==> config.mk <==
export PLATFORM = sky130hd
export DESIGN_NAME = x_in_serializer
export DESIGN_NICKNAME = d
export VERILOG_FILES = /design/src/rtl/x_in_serializer_pkg.sv /design/src/rtl/x_in_serializer_bit_hold_counter.sv /design/src/rtl/x_in_serializer.sv
export SDC_FILE = /design/constraint.sdc
export NUM_CORES = 1
export LEC_CHECK = 0
export CORE_MARGIN = 1
export CORE_UTILIZATION = 53
export DETAILED_ROUTE_END_ITERATION = 10
export DONT_BUFFER_PORTS = 1
export GPL_TIMING_DRIVEN = 0
export PLACE_DENSITY = 0.8
export SYNTH_ARGS = -nofsm -noshare
export SYNTH_HDL_FRONTEND = slang
export SYNTH_SLANG_ARGS = --single-unit
export TNS_END_PERCENT = 20
==> constraint.sdc <==
create_clock -name clock -period 1.5 [get_ports clock]
set_input_delay 0.075 -clock clock [delete_from_list [all_inputs] [get_ports clock]]
set_output_delay 0.075 -clock clock [all_outputs]
set_load 0.02 [all_outputs]
==> src/rtl/x_in_serializer_pkg.sv <==
// Shared definitions for the x_in serializer: FSM encoding and default geometry.
package x_in_serializer_pkg;

   localparam int DEFAULT_WIDTH = 8;
   localparam int DEFAULT_HOLD  = 3;

   localparam logic [0:0] ST_IDLE  = 1'b0;
   localparam logic [0:0] ST_SHIFT = 1'b1;

endpackage

==> src/rtl/x_in_serializer_bit_hold_counter.sv <==
// Times how long the current bit stays on x_in; expired marks the last hold cycle.
module bit_hold_counter
   import x_in_serializer_pkg::*;
#(
   parameter int HOLD = DEFAULT_HOLD
) (
   input  logic clock,
   input  logic reset,
   input  logic start,
   output logic expired
);

   localparam int CW = $clog2(HOLD + 1);
   localparam logic [CW-1:0] LAST_CNT = CW'(HOLD - 1);
   localparam logic [CW-1:0] CNT_ONE  = CW'(1);

   logic [CW-1:0] cnt_r;
   logic          active_r;

   // start re-arms the counter; without a new start it stops after the last hold cycle
   always_ff @(posedge clock) begin
      if (reset) begin
         cnt_r    <= '0;
         active_r <= 1'b0;
      end else if (start) begin
         cnt_r    <= '0;
         active_r <= 1'b1;
      end else if (active_r) begin
         if (expired) begin
            cnt_r    <= '0;
            active_r <= 1'b0;
         end else begin
            cnt_r    <= cnt_r + CNT_ONE;
            active_r <= 1'b1;
         end
      end else begin
         cnt_r    <= cnt_r;
         active_r <= active_r;
      end
   end

   assign expired = active_r && (cnt_r == LAST_CNT);

endmodule

==> src/rtl/x_in_serializer.sv <==
// Serializes a WIDTH-bit pattern MSB first onto x_in, each bit held HOLD cycles,
// with a ready/valid load port that allows gapless back-to-back patterns.
module x_in_serializer
   import x_in_serializer_pkg::*;
#(
   parameter int WIDTH = DEFAULT_WIDTH,
   parameter int HOLD  = DEFAULT_HOLD
) (
   input  logic             clock,
   input  logic             reset,
   input  logic             load_valid,
   input  logic [WIDTH-1:0] load_data,
   output logic             load_ready,
   output logic             x_in,
   output logic             busy,
   output logic             done
);

   localparam int BW = $clog2(WIDTH);
   localparam logic [BW-1:0] LAST_BIT = BW'(WIDTH - 1);
   localparam logic [BW-1:0] BIT_ONE  = BW'(1);

   logic [0:0]       state_r;
   logic [0:0]       state_nx_s;
   logic [WIDTH-1:0] shift_r;
   logic [WIDTH-1:0] shift_nx_s;
   logic [BW-1:0]    bit_cnt_r;
   logic [BW-1:0]    bit_cnt_nx_s;
   logic             x_in_r;
   logic             x_in_nx_s;
   logic             busy_r;
   logic             busy_nx_s;
   logic             done_r;
   logic             done_nx_s;
   logic             hold_start_s;
   logic             hold_expired_s;
   logic             last_cycle_s;
   logic             accept_s;

   bit_hold_counter #(
      .HOLD (HOLD)
   ) u_hold (
      .clock   (clock),
      .reset   (reset),
      .start   (hold_start_s),
      .expired (hold_expired_s)
   );

   assign last_cycle_s = (state_r == ST_SHIFT) && hold_expired_s && (bit_cnt_r == LAST_BIT);
   assign load_ready   = (state_r == ST_IDLE) || last_cycle_s;
   assign accept_s     = load_valid && load_ready;

   // next-state decode: a load in the final hold cycle chains straight into the new pattern
   always_comb begin
      state_nx_s   = state_r;
      shift_nx_s   = shift_r;
      bit_cnt_nx_s = bit_cnt_r;
      x_in_nx_s    = x_in_r;
      busy_nx_s    = busy_r;
      done_nx_s    = 1'b0;
      hold_start_s = 1'b0;
      case (state_r)
         ST_IDLE: begin
            if (accept_s) begin
               state_nx_s   = ST_SHIFT;
               shift_nx_s   = load_data;
               bit_cnt_nx_s = '0;
               hold_start_s = 1'b1;
               x_in_nx_s    = load_data[WIDTH-1];
               busy_nx_s    = 1'b1;
            end else begin
               x_in_nx_s    = 1'b0;
               busy_nx_s    = 1'b0;
            end
         end
         ST_SHIFT: begin
            if (last_cycle_s) begin
               done_nx_s = 1'b1;
               if (accept_s) begin
                  state_nx_s   = ST_SHIFT;
                  shift_nx_s   = load_data;
                  bit_cnt_nx_s = '0;
                  hold_start_s = 1'b1;
                  x_in_nx_s    = load_data[WIDTH-1];
                  busy_nx_s    = 1'b1;
               end else begin
                  state_nx_s   = ST_IDLE;
                  shift_nx_s   = '0;
                  bit_cnt_nx_s = '0;
                  x_in_nx_s    = 1'b0;
                  busy_nx_s    = 1'b0;
               end
            end else if (hold_expired_s) begin
               shift_nx_s   = {shift_r[WIDTH-2:0], 1'b0};
               bit_cnt_nx_s = bit_cnt_r + BIT_ONE;
               hold_start_s = 1'b1;
               x_in_nx_s    = shift_r[WIDTH-2];
               busy_nx_s    = 1'b1;
            end else begin
               busy_nx_s    = 1'b1;
            end
         end
         default: begin
            state_nx_s   = ST_IDLE;
            shift_nx_s   = '0;
            bit_cnt_nx_s = '0;
            x_in_nx_s    = 1'b0;
            busy_nx_s    = 1'b0;
         end
      endcase
   end

   // state and registered outputs; reset abandons any pattern without a done pulse
   always_ff @(posedge clock) begin
      if (reset) begin
         state_r   <= ST_IDLE;
         shift_r   <= '0;
         bit_cnt_r <= '0;
         x_in_r    <= 1'b0;
         busy_r    <= 1'b0;
         done_r    <= 1'b0;
      end else begin
         state_r   <= state_nx_s;
         shift_r   <= shift_nx_s;
         bit_cnt_r <= bit_cnt_nx_s;
         x_in_r    <= x_in_nx_s;
         busy_r    <= busy_nx_s;
         done_r    <= done_nx_s;
      end
   end

   assign x_in = x_in_r;
   assign busy = busy_r;
   assign done = done_r;

endmodule

==> key figures, run 1 <==
Critical path
  – Worst r2r src: bit_cnt_r[1]
  – Crit Path Class: register to register
  – Crit path required time: 1.67 ns
  – Worst setup SP type: register
  – Arrival time at the worst endpoint: 1.71 ns
  – Crit. End Element: register
  – Crit. Startpoint: bit_cnt_r[1]
  – Max Fanout on Critical Path: 6

Status
  – Status: finished, violations left
  – Failing checks: setup timing

STA
  – Worst slew pin tran: 0.465 ns
  – RSZ-0062 raised after global routing: true
  – Worst hold margin: between 0.05 and 0.06 ns
  – Final setup margin: -0.0380 ns
  – Final clock skew: 0.000413 ns
  – Post-route setup TNS: -0.0380 ns
  – Fin crit period: 1.54 ns
  – Final Max Slew Viols: 0
  – Max frequency: 0.650 GHz
  – Max-slew headroom: 69.0%
  – # setup viols final: 1
  – Fin. Hold Viols: 0
  – Final worst path period share: 103%

Clocking
  – Clock Latency Late Sink: just under 0.3 ns
  – H-tree levels: 1
  – TritonCTS clock tree: yes
  – CTS root buffer: clkbuf_4
  – Longest Clk Path Bufs: 2
  – Sink Count: 16
  – CTS Buf Count: 3
  – Worst-path clk slew: 0.10 ns

Logic synthesis
  – Synth Instances: 90
  – Net Count, Synth: 103
  – Post-synthesis mux area share: 0%
  – Main combinational cell family by area after synthesis: simple AND/OR/NAND/NOR gates
  – Yosys reg bits: 16
  – Post-synthesis cell type count: 25
  – Seq/Total Area, Yosys: 42.0%
  – Synth Area in Adders: around 3.3%
  – Avg Cell Area, Syn: between 8 and 9 um2
  – Post-Synth Simple-Gate Area: 25.6%
  – Post-synthesis compound-gate area fraction: 23.2%
  – Mapped Area: 762 um2
  – Xor/xnor cell area share of the yosys netlist: 0%
  – Synth warnings: 0

Placed design
  – Detailed-placement wirelength estimate: about 1.2 mm
  – GPL Wtd Cong: slightly below 0.8
  – Placed cell area: 788 um2
  – I/O Buffers: 0

Die
  – Core Area: 1320 um2
  – Io pins: 15
  – Die area: 1590 um2
  – Die Y: 39.9 um
  – Die W: 39.9 um
  – Initial Util: just under 60%
  – Num rows: 13

Power and ir drop
  – Worst VDD drop: 0.000567 V
  – Leakage: approximately 0.00033 uW
  – Power Dens Cells: 901 nW/um2
  – Total power draw: 864 uW

Detailed routing
  – Starting DRT DRC Count: 42
  – WL/cell: 17.4 um
  – Post-route ant nets: 0
  – Via Count: 796
  – Via density: roughly 6.7
  – DRC violations left: 0
  – Drt pass-1 iters: 4
  – Routed WL: 2.06 mm

Global route
  – Overflow after GRT: 0
  – Vias in the first global route: 682
  – First-pass GRT wire length: 3.02 mm
  – Initial antenna violation count: 0
  – GRT Util Overall: 29.4%
  – Largest net degree at the start of global routing: 11

Finish
  – Post-route cell area: between 900 and 1000 um2
  – Diode count: 0
  – Fraction of layout cells with a size suffix above 1: between 10% and 20%
  – Most frequent cells in the layout: 15 x nand3_1, 13 x dfxtp_1, 9 x dlygate4sd3_1
  – Commonest non-fill, non-tap cell in the layout: nand3_1
  – Area Growth Syn to Fin: 25.9%
  – Nets@finish: 117
  – Fill cells: approximately 110

Run
  – Maxcap violations: 0

Hold path
  – Hold path start: load_valid
  – Worst min path class: input pin to register
cells in the mapped netlist, drive strengths merged:
master	instances	area, um2
a21oi	8	40.0
a311oi	2	17.5
nor3b	2	15.0
o21ai	2	10.0
ha	2	25.0
o211ai	6	45.0
a31oi	5	31.3
a31o	1	8.76
nor2b	2	12.5
o22a	1	8.76
nor3	3	15.0
nand4b	1	8.76
inv	5	18.8
clkbuf	7	26.3
and4b	1	10.0
nand2b	3	18.8
o21bai	1	7.51
a211oi	1	7.51
dfxtp	16	320
nand3b	1	7.51
nand2	2	7.51
and3b	2	17.5
nand3	15	75.1
or4	1	7.51
cells by family after synthesis:
logic type,Yosys count
DFF,16
adders and majority gates,2
and+or+nand+nor,33
AOI/OAI and AO/OA,27
buffers and inverters,12
report_power, final:
group | switching (uW) | internal [uW] | total, uW
sequential | 24.6 | 444 | 469
combinational | 54.2 | 47.1 | 101
clock | 146 | 148 | 294
total | 225 | 640 | 864
worst max-delay path, cell delays in order (launching register included):
cell and delay (ns):
dfxtp_2 0.35, ha_4 0.16, ha_4 0.17, and4b_2 0.25, buf_6 0.13, o211ai_1 0.21
a31oi_1 0.14
path summary, 6_finish.rpt:
path	depth (start not counted)	slack [ns]	endpoint
setup / recovery	6	-0.04	shift_r[6]
hold / removal	3	0.05	shift_r[1]
setup reg to reg	6	-0.04	shift_r[6]
hold reg to reg	2	0.47	shift_r[0]
state kept, by name, indices dropped and copies added (netlist names):
| signal | count |
|---|---|
| done | 1 |
| busy | 1 |
| u_hold.active_r | 1 |
| shift_r | 7 |
| bit_cnt_r | 3 |
| u_hold.cnt_r | 2 |
| x_in | 1 |
what timing repair did:
action                                  in CTS  in global routing
gates resized for setup                      7                  7
pin swaps                                    1                  3
endpoints found under the hold margin       11                  0
setup buffers                                1                  1
endpoints found under the setup margin      16                 11
cloned                                       0                  0
hold buffers                                 9                  0
layout make-up:
cell class,instances,area (um2),share of cell area (%)
Clock buffer,4,36.3,3.78
Inverter,5,18.8,1.96
Tap cell,15,18.8,1.96
Multi-Input combinational cell,62,430,44.9
Buffer,5,22.5,2.35
Timing Repair Buffer,11,109,11.3
Sequential cell,16,324,33.8
per-stage QoR:
| stage | utilization [%] | worst slack (ns) | cells |
|---|---|---|---|
| floorplan | - | 0.0187 | 90 |
| global placement | 59.8 | -0.143 | 105 |
| CTS | 71.2 | 0.00754 | 118 |
| global route | 72.8 | -0.0642 | 118 |
| detailed placement | 59.8 | -0.177 | 105 |
| finish | 72.8 | -0.0380 | 118 |
metal layers:
| layer | global-route usage (%) | wire (um) | vias to the layer above |
|---|---|---|---|
| li1 | - | - | 367 |
| met1 | 37.4 | 814 | 383 |
| met2 | 43.5 | 1060 | 40 |
| met3 | 10.2 | 153 | 6 |
| met4 | 14.7 | 27 | 0 |
| met5 | 0 | 0 | - |
Note: power is estimated with default switching activity, not from simulation.
==> inputs of run 2 (changes only) <==
--- a/config.mk
+++ b/config.mk
@@ -11,6 +11,7 @@
 export DONT_BUFFER_PORTS = 1
 export GPL_TIMING_DRIVEN = 0
 export PLACE_DENSITY = 0.8
+export SKIP_LAST_GASP = 1
 export SYNTH_ARGS = -nofsm -noshare
 export SYNTH_HDL_FRONTEND = slang
 export SYNTH_SLANG_ARGS = --single-unit
==> run 2 against run 1 <==
- the flow now finishes without violations
- clock-buffer cell count unchanged
- via count unchanged
- fmax increased by 3.9%
- utilization increased by 0.095 points
- critical path depth unchanged
- die area unchanged
- clock skew increased by 0.00066 ns
- worst setup slack improved by 0.058 ns
- critical path type unchanged
==> key figures, run 2 (synthesized netlist as in run 1, its figures left out) <==
Finish
  – Sequential cell area: 327 um2 (+0.77%)
  – Post-route cell area: 961 um2 (+0.13%)
  – Nets@finish: 118 (+0.85%)
  – Largest registers: shift_r: 7 flops, bit_cnt_r: 3 flops, u_hold.cnt_r: 2 flops
  – Commonest non-fill, non-tap cell in the layout: nand3_1
  – Largest register FFs: 7 (unchanged)
  – Reg with most FFs: shift_r
  – Area Growth Syn to Fin: 26.1%
  – Fraction of layout cells with a size suffix above 1: 15.4% (-1.1 points)
  – Diode count: 0 (unchanged)
  – Fill cells: 102 (-6.4%)
  – Area of the multi-input gates: 430 um2 (unchanged)
  – Most frequent cells in the layout: 15 x nand3_1, 13 x dfxtp_1, 9 x dlygate4sd3_1

STA
  – Fin. Hold Viols: 0 (unchanged)
  – Max-slew headroom: 67.7% (-1.3 points)
  – Worst slew pin tran: 0.485 ns (+0.0197 ns)
  – Final worst path period share: 98.7% (-3.9 points)
  – Final clock skew: 0.00108 ns (+0.000663 ns)
  – Post-route setup TNS: 0 ns (+0.0380 ns)
  – Final Max Slew Viols: 0 (unchanged)
  – # setup viols final: 0 (-1)
  – Fin crit period: 1.48 ns (-0.0578 ns)
  – RSZ-0062 raised after global routing: true
  – Max frequency: 0.676 GHz (+3.9%)

Placed design
  – GPL Wtd Cong: 0.786 (unchanged)
  – Placed cell area: 788 um2 (unchanged)
  – Detailed-placement wirelength estimate: 1.16 mm (unchanged)
  – I/O Buffers: 0 (unchanged)

Critical path
  – Arrival time at the worst endpoint: 1.65 ns (-0.06 ns)
  – Crit path cell chain: ha_4 > ha_4 > and4b_2 > buf_4 > o211ai_1 > a31oi_1
  – Worst setup SP type: register
  – Critical Path Max Stage Delay: 0.35 ns (about the same)
  – CP top delay family: flip-flops
  – CP max-delay cell: dfxtp_2
  – Crit path required time: 1.67 ns (about the same)
  – Max Fanout on Critical Path: 6 (unchanged)
  – Crit path top cell by count: ha_4
  – Worst Path Buf+Inv: 1 (unchanged)
  – Crit. End Element: register
  – Crit Path Class: register to register

Global route
  – Vias in the first global route: 641 (-6.0%)
  – Met3 Usage GRT: 9.09% (-1.1 points)
  – Largest net degree at the start of global routing: 11 (unchanged)
  – Overflow after GRT: 0 (unchanged)
  – M2 GR Usage: 42.3% (-1.2 points)
  – First-pass GRT wire length: 2.88 mm (-4.6%)
  – Initial antenna violation count: 0 (unchanged)
  – GRT Max-Usage Layer: met2
  – GRT Util Overall: 28.1% (-1.3 points)
  – Grt met1 use: 36.3% (-1.0 points)

Die
  – Io pins: 15 (unchanged)
  – Die W: 39.9 um (unchanged)
  – Initial Util: 57.8% (unchanged)
  – Core Area: 1320 um2 (unchanged)
  – Die Y: 39.9 um (unchanged)
  – Die area: 1590 um2 (unchanged)
  – Num rows: 13 (unchanged)

Power and ir drop
  – Worst VDD drop: 0.000559 V (-1.4%)
  – Total power draw: 863 uW (-0.20%)
  – Power Dens Cells: 898 nW/um2 (-0.33%)
  – Leakage: 0.000331 uW (-0.48%)

Clocking
  – Clock Latency Late Sink: 0.29 ns (about the same)
  – Worst-path clk slew: 0.10 ns (about the same)
  – H-tree levels: 1 (unchanged)
  – Sink Count: 16 (unchanged)
  – CTS root buffer: clkbuf_4
  – Longest Clk Path Bufs: 2 (unchanged)
  – TritonCTS clock tree: yes
  – CTS Buf Count: 3 (unchanged)

Detailed routing
  – Drt pass-1 iters: 4 (unchanged)
  – Post-route ant nets: 0 (unchanged)
  – Via Count: 796 (unchanged)
  – WL/cell: 16.9 um (-3.1%)
  – DRC violations left: 0 (unchanged)
  – Starting DRT DRC Count: 40 (-4.8%)
  – Via density: 6.69 (-0.84%)
  – Routed WL: 2.01 mm (-2.3%)

Run
  – Maxcap violations: 0 (unchanged)

Hold path
  – Worst min path class: input pin to register

Status
  – Status: complete, no violations
[run 2: layout make-up]
cell class	instances	share of cell area, %
inverters	5	1.95
well taps	15	1.95
repair buffers	11	10.9
clock buffers	4	3.78
flip-flops and latches	16	34.0
multi-input cells	62	44.8
plain buffers	6	2.60
[run 2: worst min-delay path, stage by stage]
cell and delay [ns]:
nand2b_1 0.06, o21bai_1 0.13, a311oi_1 0.04
[run 2: per-stage QoR]
| step | hold WS (ns) | setup WS, ns | utilization (%) | cells |
|---|---|---|---|---|
| after floorplan | 0.144 | 0.0187 | - | 90 |
| after CTS | -0.160 | -0.0564 | 67.8 | 115 |
| final | 0.0482 | 0.0198 | 72.9 | 119 |
| after detailed placement | 0.155 | -0.177 | 59.8 | 105 |
| after global placement | 0.149 | -0.143 | 59.8 | 105 |
| after global routing | 0.0601 | -0.0373 | 72.9 | 119 |
[run 2: final timing paths]
check        slack (ns)  depth (start not counted)          to          from
max                0.02                          6  shift_r[5]  bit_cnt_r[0]
max reg2reg        0.02                          6  shift_r[5]  bit_cnt_r[0]
min                0.05                          3  shift_r[1]    load_valid
min reg2reg        0.47                          2  shift_r[0]    shift_r[0]
[run 2: where the power goes]
group | switching, uW | leakage, uW | internal (uW)
sequential | 24.8 | 0.000132 | 444
clock | 147 | 0.0000210 | 148
combinational | 52.2 | 0.000178 | 47.2
total | 224 | 0.000331 | 639
[run 2: repair_timing]
action / CTS / global route
endpoints found under the hold margin: 11 / 6
setup endpoints to repair: 16 / 16
hold buffers: 6 / 3
resized for setup: 3 / 9
buffers inserted: 1 / 1
pin swaps: 1 / 2
[run 2: routing by layer]
metal	up-vias	routed length, um	share of wire (%)
met4	0	65	3.2
met2	46	992	49
met3	9	158	7.9
li1	367	-	-
met5	-	0	0
met1	374	796	40
